[src/rtl/mem_responder_if.sv]
// mem_responder_if: bundles the loader request channel and the Avalon-MM
// master channel that mem_responder bridges between.
//
// Loader channel: rvalid/raddr -> rready/rdata (read),
//                 wvalid/waddr/wdata -> wready (write).
// Avalon channel: avm_address/avm_read/avm_write/avm_writedata/avm_byteenable
//                 out of the responder; avm_waitrequest/avm_readdata/
//                 avm_readdatavalid back from the fabric.
//
// Modports:
//   slave  - the responder itself (receives loader requests, drives Avalon).
//   master - the environment (loader plus memory fabric) around it.
interface mem_responder_if;
    logic        rvalid;
    logic [25:0] raddr;
    logic        rready;
    logic [31:0] rdata;

    logic        wvalid;
    logic [25:0] waddr;
    logic [31:0] wdata;
    logic        wready;

    logic [27:0] avm_address;
    logic        avm_read;
    logic        avm_write;
    logic [31:0] avm_writedata;
    logic [3:0]  avm_byteenable;
    logic        avm_waitrequest;
    logic [31:0] avm_readdata;
    logic        avm_readdatavalid;

    modport slave (
        input  rvalid, raddr, wvalid, waddr, wdata,
        input  avm_waitrequest, avm_readdata, avm_readdatavalid,
        output rready, rdata, wready,
        output avm_address, avm_read, avm_write, avm_writedata, avm_byteenable
    );

    modport master (
        output rvalid, raddr, wvalid, waddr, wdata,
        output avm_waitrequest, avm_readdata, avm_readdatavalid,
        input  rready, rdata, wready,
        input  avm_address, avm_read, avm_write, avm_writedata, avm_byteenable
    );
endinterface

[src/rtl/mem_responder.sv]
// mem_responder: serves one word-addressed loader read or write at a time by
// issuing a single Avalon-MM transaction, then returns a one-cycle ready pulse.
//
// Ports:
//   clk          clock
//   rst          synchronous active-high reset
//   bus          mem_responder_if.slave (loader request + Avalon master signals)
//   rd_count     completed reads including timeouts, wraps
//   wr_count     completed writes, wraps
//   timeout_err  sticky, set on any read timeout, cleared only by rst
//
// Parameters:
//   TIMEOUT   cycles to wait for avm_readdatavalid after read acceptance (>= 1)
//   ERR_DATA  rdata returned on read timeout
//
// All outputs are registered. Writes win over reads when both are pending,
// and loader inputs are only sampled in S_IDLE.
module mem_responder #(
    parameter int unsigned TIMEOUT  = 1023,
    parameter logic [31:0] ERR_DATA = 32'hDEADBEEF
) (
    input  logic            clk,
    input  logic            rst,
    mem_responder_if.slave  bus,
    output logic [31:0]     rd_count,
    output logic [31:0]     wr_count,
    output logic            timeout_err
);

    localparam int unsigned CntW = $clog2(TIMEOUT + 1);

    typedef enum logic [2:0] {
        S_IDLE,
        S_RD_REQ,
        S_RD_WAIT,
        S_RD_RESP,
        S_WR_REQ,
        S_WR_RESP
    } state_t;

    state_t      state_q, state_d;
    logic        rready_q, rready_d;
    logic        wready_q, wready_d;
    logic [31:0] rdata_q, rdata_d;
    logic [27:0] avm_address_q, avm_address_d;
    logic        avm_read_q, avm_read_d;
    logic        avm_write_q, avm_write_d;
    logic [31:0] avm_writedata_q, avm_writedata_d;
    logic [31:0] rd_count_q, rd_count_d;
    logic [31:0] wr_count_q, wr_count_d;
    logic        timeout_err_q, timeout_err_d;
    logic [CntW-1:0] wait_cnt_q, wait_cnt_d;

    always_comb begin
        state_d         = state_q;
        rready_d        = 1'b0;
        wready_d        = 1'b0;
        rdata_d         = rdata_q;
        avm_address_d   = avm_address_q;
        avm_read_d      = avm_read_q;
        avm_write_d     = avm_write_q;
        avm_writedata_d = avm_writedata_q;
        rd_count_d      = rd_count_q;
        wr_count_d      = wr_count_q;
        timeout_err_d   = timeout_err_q;
        wait_cnt_d      = wait_cnt_q;

        unique case (state_q)
            S_IDLE: begin
                // The address/data registers double as the request latches.
                if (bus.wvalid) begin
                    avm_address_d   = {bus.waddr, 2'b00};
                    avm_writedata_d = bus.wdata;
                    avm_write_d     = 1'b1;
                    state_d         = S_WR_REQ;
                end else if (bus.rvalid) begin
                    avm_address_d = {bus.raddr, 2'b00};
                    avm_read_d    = 1'b1;
                    state_d       = S_RD_REQ;
                end
            end
            S_RD_REQ: begin
                if (!bus.avm_waitrequest) begin
                    avm_read_d = 1'b0;
                    wait_cnt_d = '0;
                    state_d    = S_RD_WAIT;
                end
            end
            S_RD_WAIT: begin
                if (bus.avm_readdatavalid) begin
                    rdata_d    = bus.avm_readdata;
                    rready_d   = 1'b1;
                    rd_count_d = rd_count_q + 32'd1;
                    state_d    = S_RD_RESP;
                end else if (wait_cnt_q == CntW'(TIMEOUT)) begin
                    rdata_d       = ERR_DATA;
                    timeout_err_d = 1'b1;
                    rready_d      = 1'b1;
                    rd_count_d    = rd_count_q + 32'd1;
                    state_d       = S_RD_RESP;
                end else begin
                    wait_cnt_d = wait_cnt_q + 1'b1;
                end
            end
            S_RD_RESP: begin
                state_d = S_IDLE;
            end
            S_WR_REQ: begin
                if (!bus.avm_waitrequest) begin
                    avm_write_d = 1'b0;
                    wready_d    = 1'b1;
                    wr_count_d  = wr_count_q + 32'd1;
                    state_d     = S_WR_RESP;
                end
            end
            S_WR_RESP: begin
                state_d = S_IDLE;
            end
            default: begin
                state_d = S_IDLE;
            end
        endcase
    end

    always_ff @(posedge clk) begin
        if (rst) begin
            state_q         <= S_IDLE;
            rready_q        <= 1'b0;
            wready_q        <= 1'b0;
            rdata_q         <= '0;
            avm_address_q   <= '0;
            avm_read_q      <= 1'b0;
            avm_write_q     <= 1'b0;
            avm_writedata_q <= '0;
            rd_count_q      <= '0;
            wr_count_q      <= '0;
            timeout_err_q   <= 1'b0;
            wait_cnt_q      <= '0;
        end else begin
            state_q         <= state_d;
            rready_q        <= rready_d;
            wready_q        <= wready_d;
            rdata_q         <= rdata_d;
            avm_address_q   <= avm_address_d;
            avm_read_q      <= avm_read_d;
            avm_write_q     <= avm_write_d;
            avm_writedata_q <= avm_writedata_d;
            rd_count_q      <= rd_count_d;
            wr_count_q      <= wr_count_d;
            timeout_err_q   <= timeout_err_d;
            wait_cnt_q      <= wait_cnt_d;
        end
    end

    assign bus.rready         = rready_q;
    assign bus.wready         = wready_q;
    assign bus.rdata          = rdata_q;
    assign bus.avm_address    = avm_address_q;
    assign bus.avm_read       = avm_read_q;
    assign bus.avm_write      = avm_write_q;
    assign bus.avm_writedata  = avm_writedata_q;
    assign bus.avm_byteenable = 4'b1111;
    assign rd_count           = rd_count_q;
    assign wr_count           = wr_count_q;
    assign timeout_err        = timeout_err_q;

endmodule

[src/flat_wrapper.sv]
// flat-port wrapper written by rule: the top's interface ports become plain ports
module mem_responder_flat 
#(
    parameter int unsigned TIMEOUT  = 1023,
    parameter logic [31:0] ERR_DATA = 32'hDEADBEEF
)
  (clk, rst, rd_count, wr_count, timeout_err, bus_rvalid, bus_raddr, bus_wvalid, bus_waddr, bus_wdata, bus_avm_waitrequest, bus_avm_readdata, bus_avm_readdatavalid, bus_rready, bus_rdata, bus_wready, bus_avm_address, bus_avm_read, bus_avm_write, bus_avm_writedata, bus_avm_byteenable);
  mem_responder_if bus_i ();
  input  logic clk;
  input  logic rst;
  output logic [31:0] rd_count;
  output logic [31:0] wr_count;
  output logic timeout_err;
  input wire logic [$bits(bus_i.rvalid)-1:0] bus_rvalid;
  input wire logic [$bits(bus_i.raddr)-1:0] bus_raddr;
  input wire logic [$bits(bus_i.wvalid)-1:0] bus_wvalid;
  input wire logic [$bits(bus_i.waddr)-1:0] bus_waddr;
  input wire logic [$bits(bus_i.wdata)-1:0] bus_wdata;
  input wire logic [$bits(bus_i.avm_waitrequest)-1:0] bus_avm_waitrequest;
  input wire logic [$bits(bus_i.avm_readdata)-1:0] bus_avm_readdata;
  input wire logic [$bits(bus_i.avm_readdatavalid)-1:0] bus_avm_readdatavalid;
  output wire logic [$bits(bus_i.rready)-1:0] bus_rready;
  output wire logic [$bits(bus_i.rdata)-1:0] bus_rdata;
  output wire logic [$bits(bus_i.wready)-1:0] bus_wready;
  output wire logic [$bits(bus_i.avm_address)-1:0] bus_avm_address;
  output wire logic [$bits(bus_i.avm_read)-1:0] bus_avm_read;
  output wire logic [$bits(bus_i.avm_write)-1:0] bus_avm_write;
  output wire logic [$bits(bus_i.avm_writedata)-1:0] bus_avm_writedata;
  output wire logic [$bits(bus_i.avm_byteenable)-1:0] bus_avm_byteenable;
  assign bus_i.rvalid = bus_rvalid;
  assign bus_i.raddr = bus_raddr;
  assign bus_i.wvalid = bus_wvalid;
  assign bus_i.waddr = bus_waddr;
  assign bus_i.wdata = bus_wdata;
  assign bus_i.avm_waitrequest = bus_avm_waitrequest;
  assign bus_i.avm_readdata = bus_avm_readdata;
  assign bus_i.avm_readdatavalid = bus_avm_readdatavalid;
  assign bus_rready = bus_i.rready;
  assign bus_rdata = bus_i.rdata;
  assign bus_wready = bus_i.wready;
  assign bus_avm_address = bus_i.avm_address;
  assign bus_avm_read = bus_i.avm_read;
  assign bus_avm_write = bus_i.avm_write;
  assign bus_avm_writedata = bus_i.avm_writedata;
  assign bus_avm_byteenable = bus_i.avm_byteenable;
  mem_responder #(.TIMEOUT(TIMEOUT), .ERR_DATA(ERR_DATA)) u_core (.clk(clk), .rst(rst), .bus(bus_i), .rd_count(rd_count), .wr_count(wr_count), .timeout_err(timeout_err));
endmodule
[config.mk]
export PLATFORM = sky130hd
export DESIGN_NAME = mem_responder_flat
export DESIGN_NICKNAME = d
export VERILOG_FILES = /design/src/rtl/mem_responder_if.sv /design/src/rtl/mem_responder.sv /design/src/flat_wrapper.sv
export SDC_FILE = /design/constraint.sdc
export NUM_CORES = 1
export LEC_CHECK = 0
export ABC_AREA = 1
export CELL_PAD_IN_SITES_DETAIL_PLACEMENT = 2
export CELL_PAD_IN_SITES_GLOBAL_PLACEMENT = 2
export CORE_MARGIN = 2
export CORE_UTILIZATION = 23
export DETAILED_ROUTE_END_ITERATION = 16
export PLACE_DENSITY = 0.83
export SYNTH_ARGS = -nofsm -noshare
export SYNTH_HDL_FRONTEND = slang
export SYNTH_SLANG_ARGS = --single-unit
[constraint.sdc]
create_clock -name clk -period 1.78 [get_ports clk]
set_clock_uncertainty 0.15 [all_clocks]
set_input_delay 0.534 -clock clk [delete_from_list [all_inputs] [get_ports clk]]
set_output_delay 0.534 -clock clk [all_outputs]
set_load 0.1 [all_outputs]
==> impl_results.md <==
* Status: finished with violations
* Failing checks: setup timing
* First-pass GRT wire length at 57.7 mm
* FILL cells at 3,743
* Final WL at 40.7 mm
* Synth Cell Area at 8050 um2
* Cts hold-fix bufs at 0
* CP endpoint kind: flip-flop
* Required @ worst endpoint at 1.99 ns
* Peak VDD IR at 0.951 mV
* Most frequent cell on the critical path: nand2_4
* Commonest non-fill, non-tap cell in the layout: nand2_1
* Crit path DAT at 2.09 ns
* Final hold violations at 0
* Fin util at 0.436
* Routed length per placed instance at 20.3 um
* Top cell type's share of synthesized area at 0.428
* Hold crit path type: reg2reg
* Post-Layout Inst Area at 15,100 um2
* Area Growth Syn to Fin at 87.3%
* Largest cells by area after synthesis: dfxtp_1 43%, nand2_1 18%, a21oi_1 8.6%
* Synth unique cells at 40
* Vias in the first global route at 10,552
* Overflow after GRT at 0
* Average vias per placed instance at 4.71
* Top-Level Pins at 287
* Minimum clock period at 1.87 ns
* Most frequent cells in the layout: 351 x nand2_1, 179 x buf_12, 119 x clkdlybuf4s50_1
* Number of synthesized flops with an enable pin at 0
* DP Area at 13,500 um2
* Largest area contributor in the netlist: dfxtp_1
* Final Cycle Share at 1.05
* Initial Util at 0.233
* Power Density at 1100 nW/um2
* Die W at 191 um
* Sink Count at 172
* Die ar. at 36,500 um2
* Register Area at 3640 um2
* Worst path slowest cell: dfxtp_2
* Maximum level of the CTS H-tree at 4
* Clock Path Buffers at 2
* Fmax at 533 MHz
* Critical path class: reg2reg
* Mapped Cells at 1,188
* MaxCap Viol Count at 0
* Largest net degree at the start of global routing at 53
* Post-DP HPWL at 27.5 mm
* Core area at 34,500 um2
* Clk slew on worst S/H paths at 0.07 ns
* Die height at 191 um
* DRT iter0 DRCs at 252
* Worst-path maximum fanout at 5
* Crit start category: flip-flop
* Core Rows at 68
* Async SR Flop Fraction at 0
* Main synth FF type: dfxtp_1
* Nets at 1,657
* RSZ-0062 raised after global routing: true
* Syn Area/Cell at 6.78 um2
* Placer Congestion at 0.773
* Leak Pwr at 5.79 nW
* Critical path, cell by cell: ha_4, nand2_4, nor2_4, nand3_4, nand2_4, nand2_8, clkbuf_16, o21bai_1, inv_1, nor2_1
* Slack of the critical path at -0.0944 ns
* Worst-skew pair later-pin latency at 0.46 ns
* Root Buffer: clkbuf_16
* Post-route setup TNS at -0.818 ns
* Final setup fails at 30
* Fraction of layout cells with a size suffix above 1 at 0.331
* CTS tree: yes
* Register bit count reported by yosys at 172
* Initial antenna violation count at 1
* Slew Limit Fails at 0
* Routed vias at 9,426
* Sequential fraction of the synthesis area at 0.428
* Port bufs at 280
* Footprint of the multi-input gates at 4530 um2
* GRT Total Usage at 0.205
* CP max stage delay at 0.36 ns
* Ys Warns at 0
* CTS Buf Count at 17
* Post-route antenna net violation count at 0
* DRT Pass-1 Iters at 5
* Detailed-route DRC error count at 0
-- synth_stat cells, types with 6 or more instances --
| cell type | number |
|---|---|
| nand2_1 | 381 |
| dfxtp_1 | 172 |
| nor2_1 | 143 |
| a21oi_1 | 138 |
| inv_1 | 91 |
| o21ai_0 | 57 |
| nand3_1 | 53 |
| clkbuf_1 | 26 |
| nand4_1 | 17 |
| buf_4 | 14 |
| buf_2 | 11 |
| nor3_1 | 9 |
| xnor2_1 | 9 |
| xor2_1 | 8 |
| inv_2 | 7 |
| nor2_4 | 6 |
-- through the flow --
stage	hold WS, ns	setup WS, ns	power, mW	std cells
finish	0.336	-0.0944	16.6	2001
CTS	0.339	-0.0381	16.4	1975
global route	0.352	-0.171	17.2	2001
detailed placement	0.328	-0.537	12.6	1931
floorplan	0.304	0.00811	9.30	1192
global placement	0.314	-0.409	12.4	1931
-- kinds of logic after synthesis --
family                     synth area share
and+or+nand+nor                       0.333
AOI/OAI and AO/OA                     0.132
DFF                                   0.428
buffers and inverters                0.0829
xor gates and xnor gates             0.0185
adders and majority gates           0.00466
other                              0.000933
-- worst paths after layout --
check             slack (ns)                 startpoint                        end  cells past startpoint
setup reg to reg       -0.09       u_core.wait_cnt_q[0]        u_core.rd_count[12]                     10
hold / removal          0.34  u_core.bus.avm_address[9]  u_core.bus.avm_address[9]                      2
hold reg to reg         0.34  u_core.bus.avm_address[9]  u_core.bus.avm_address[9]                      2
setup / recovery       -0.09       u_core.wait_cnt_q[0]        u_core.rd_count[12]                     10
-- layout make-up --
| type | instances | area share |
|---|---|---|
| diodes | 1 | 0.000166 |
| clock buffers | 21 | 0.0299 |
| clock inverters | 11 | 0.00573 |
| inverters | 100 | 0.0249 |
| multi-input cells | 869 | 0.301 |
| flip-flops and latches | 172 | 0.241 |
| well taps | 455 | 0.0378 |
| repair buffers | 372 | 0.359 |
-- state kept, by name (all words and copies together), names as in the netlist --
| register | cells |
|---|---|
| u_core.bus.avm_writedata | 32 |
| u_core.bus.rdata | 32 |
| u_core.rd_count | 32 |
| u_core.wr_count | 32 |
| u_core.bus.avm_address | 26 |
| u_core.wait_cnt_q | 10 |
| u_core.state_q | 3 |
| u_core.bus.avm_read | 1 |
| u_core.bus.avm_write | 1 |
| u_core.bus.rready | 1 |
| u_core.bus.wready | 1 |
| u_core.timeout_err | 1 |
-- critical path, delay by kind of cell (launching register included) --
family	cells	cell delay (ns)
compound gates	1	0.13
fa+ha+maj	1	0.15
buf+inv	2	0.25
flops	1	0.36
simple gates	6	0.75
-- metal layers --
metal	track usage	wire length, um
met1	0.210	15400
met5	0	0
met4	0.0781	1130
met3	0.0575	2110
met2	0.390	22100
-- where the power goes --
part / internal [mW] / switching, mW
clock: 1.84 / 1.80
sequential: 4.29 / 0.552
combinational: 2.89 / 5.21
total: 9.02 / 7.57
-- repair_timing --
| action | CTS | global route |
|---|---|---|
| gates resized for setup | 58 | 160 |
| endpoints found under the setup margin | 65 | 108 |
| setup buffers | 11 | 21 |
| pin swaps | 16 | 39 |
| gates cloned | 3 | 6 |
Note: power is estimated with default switching activity, not from simulation.
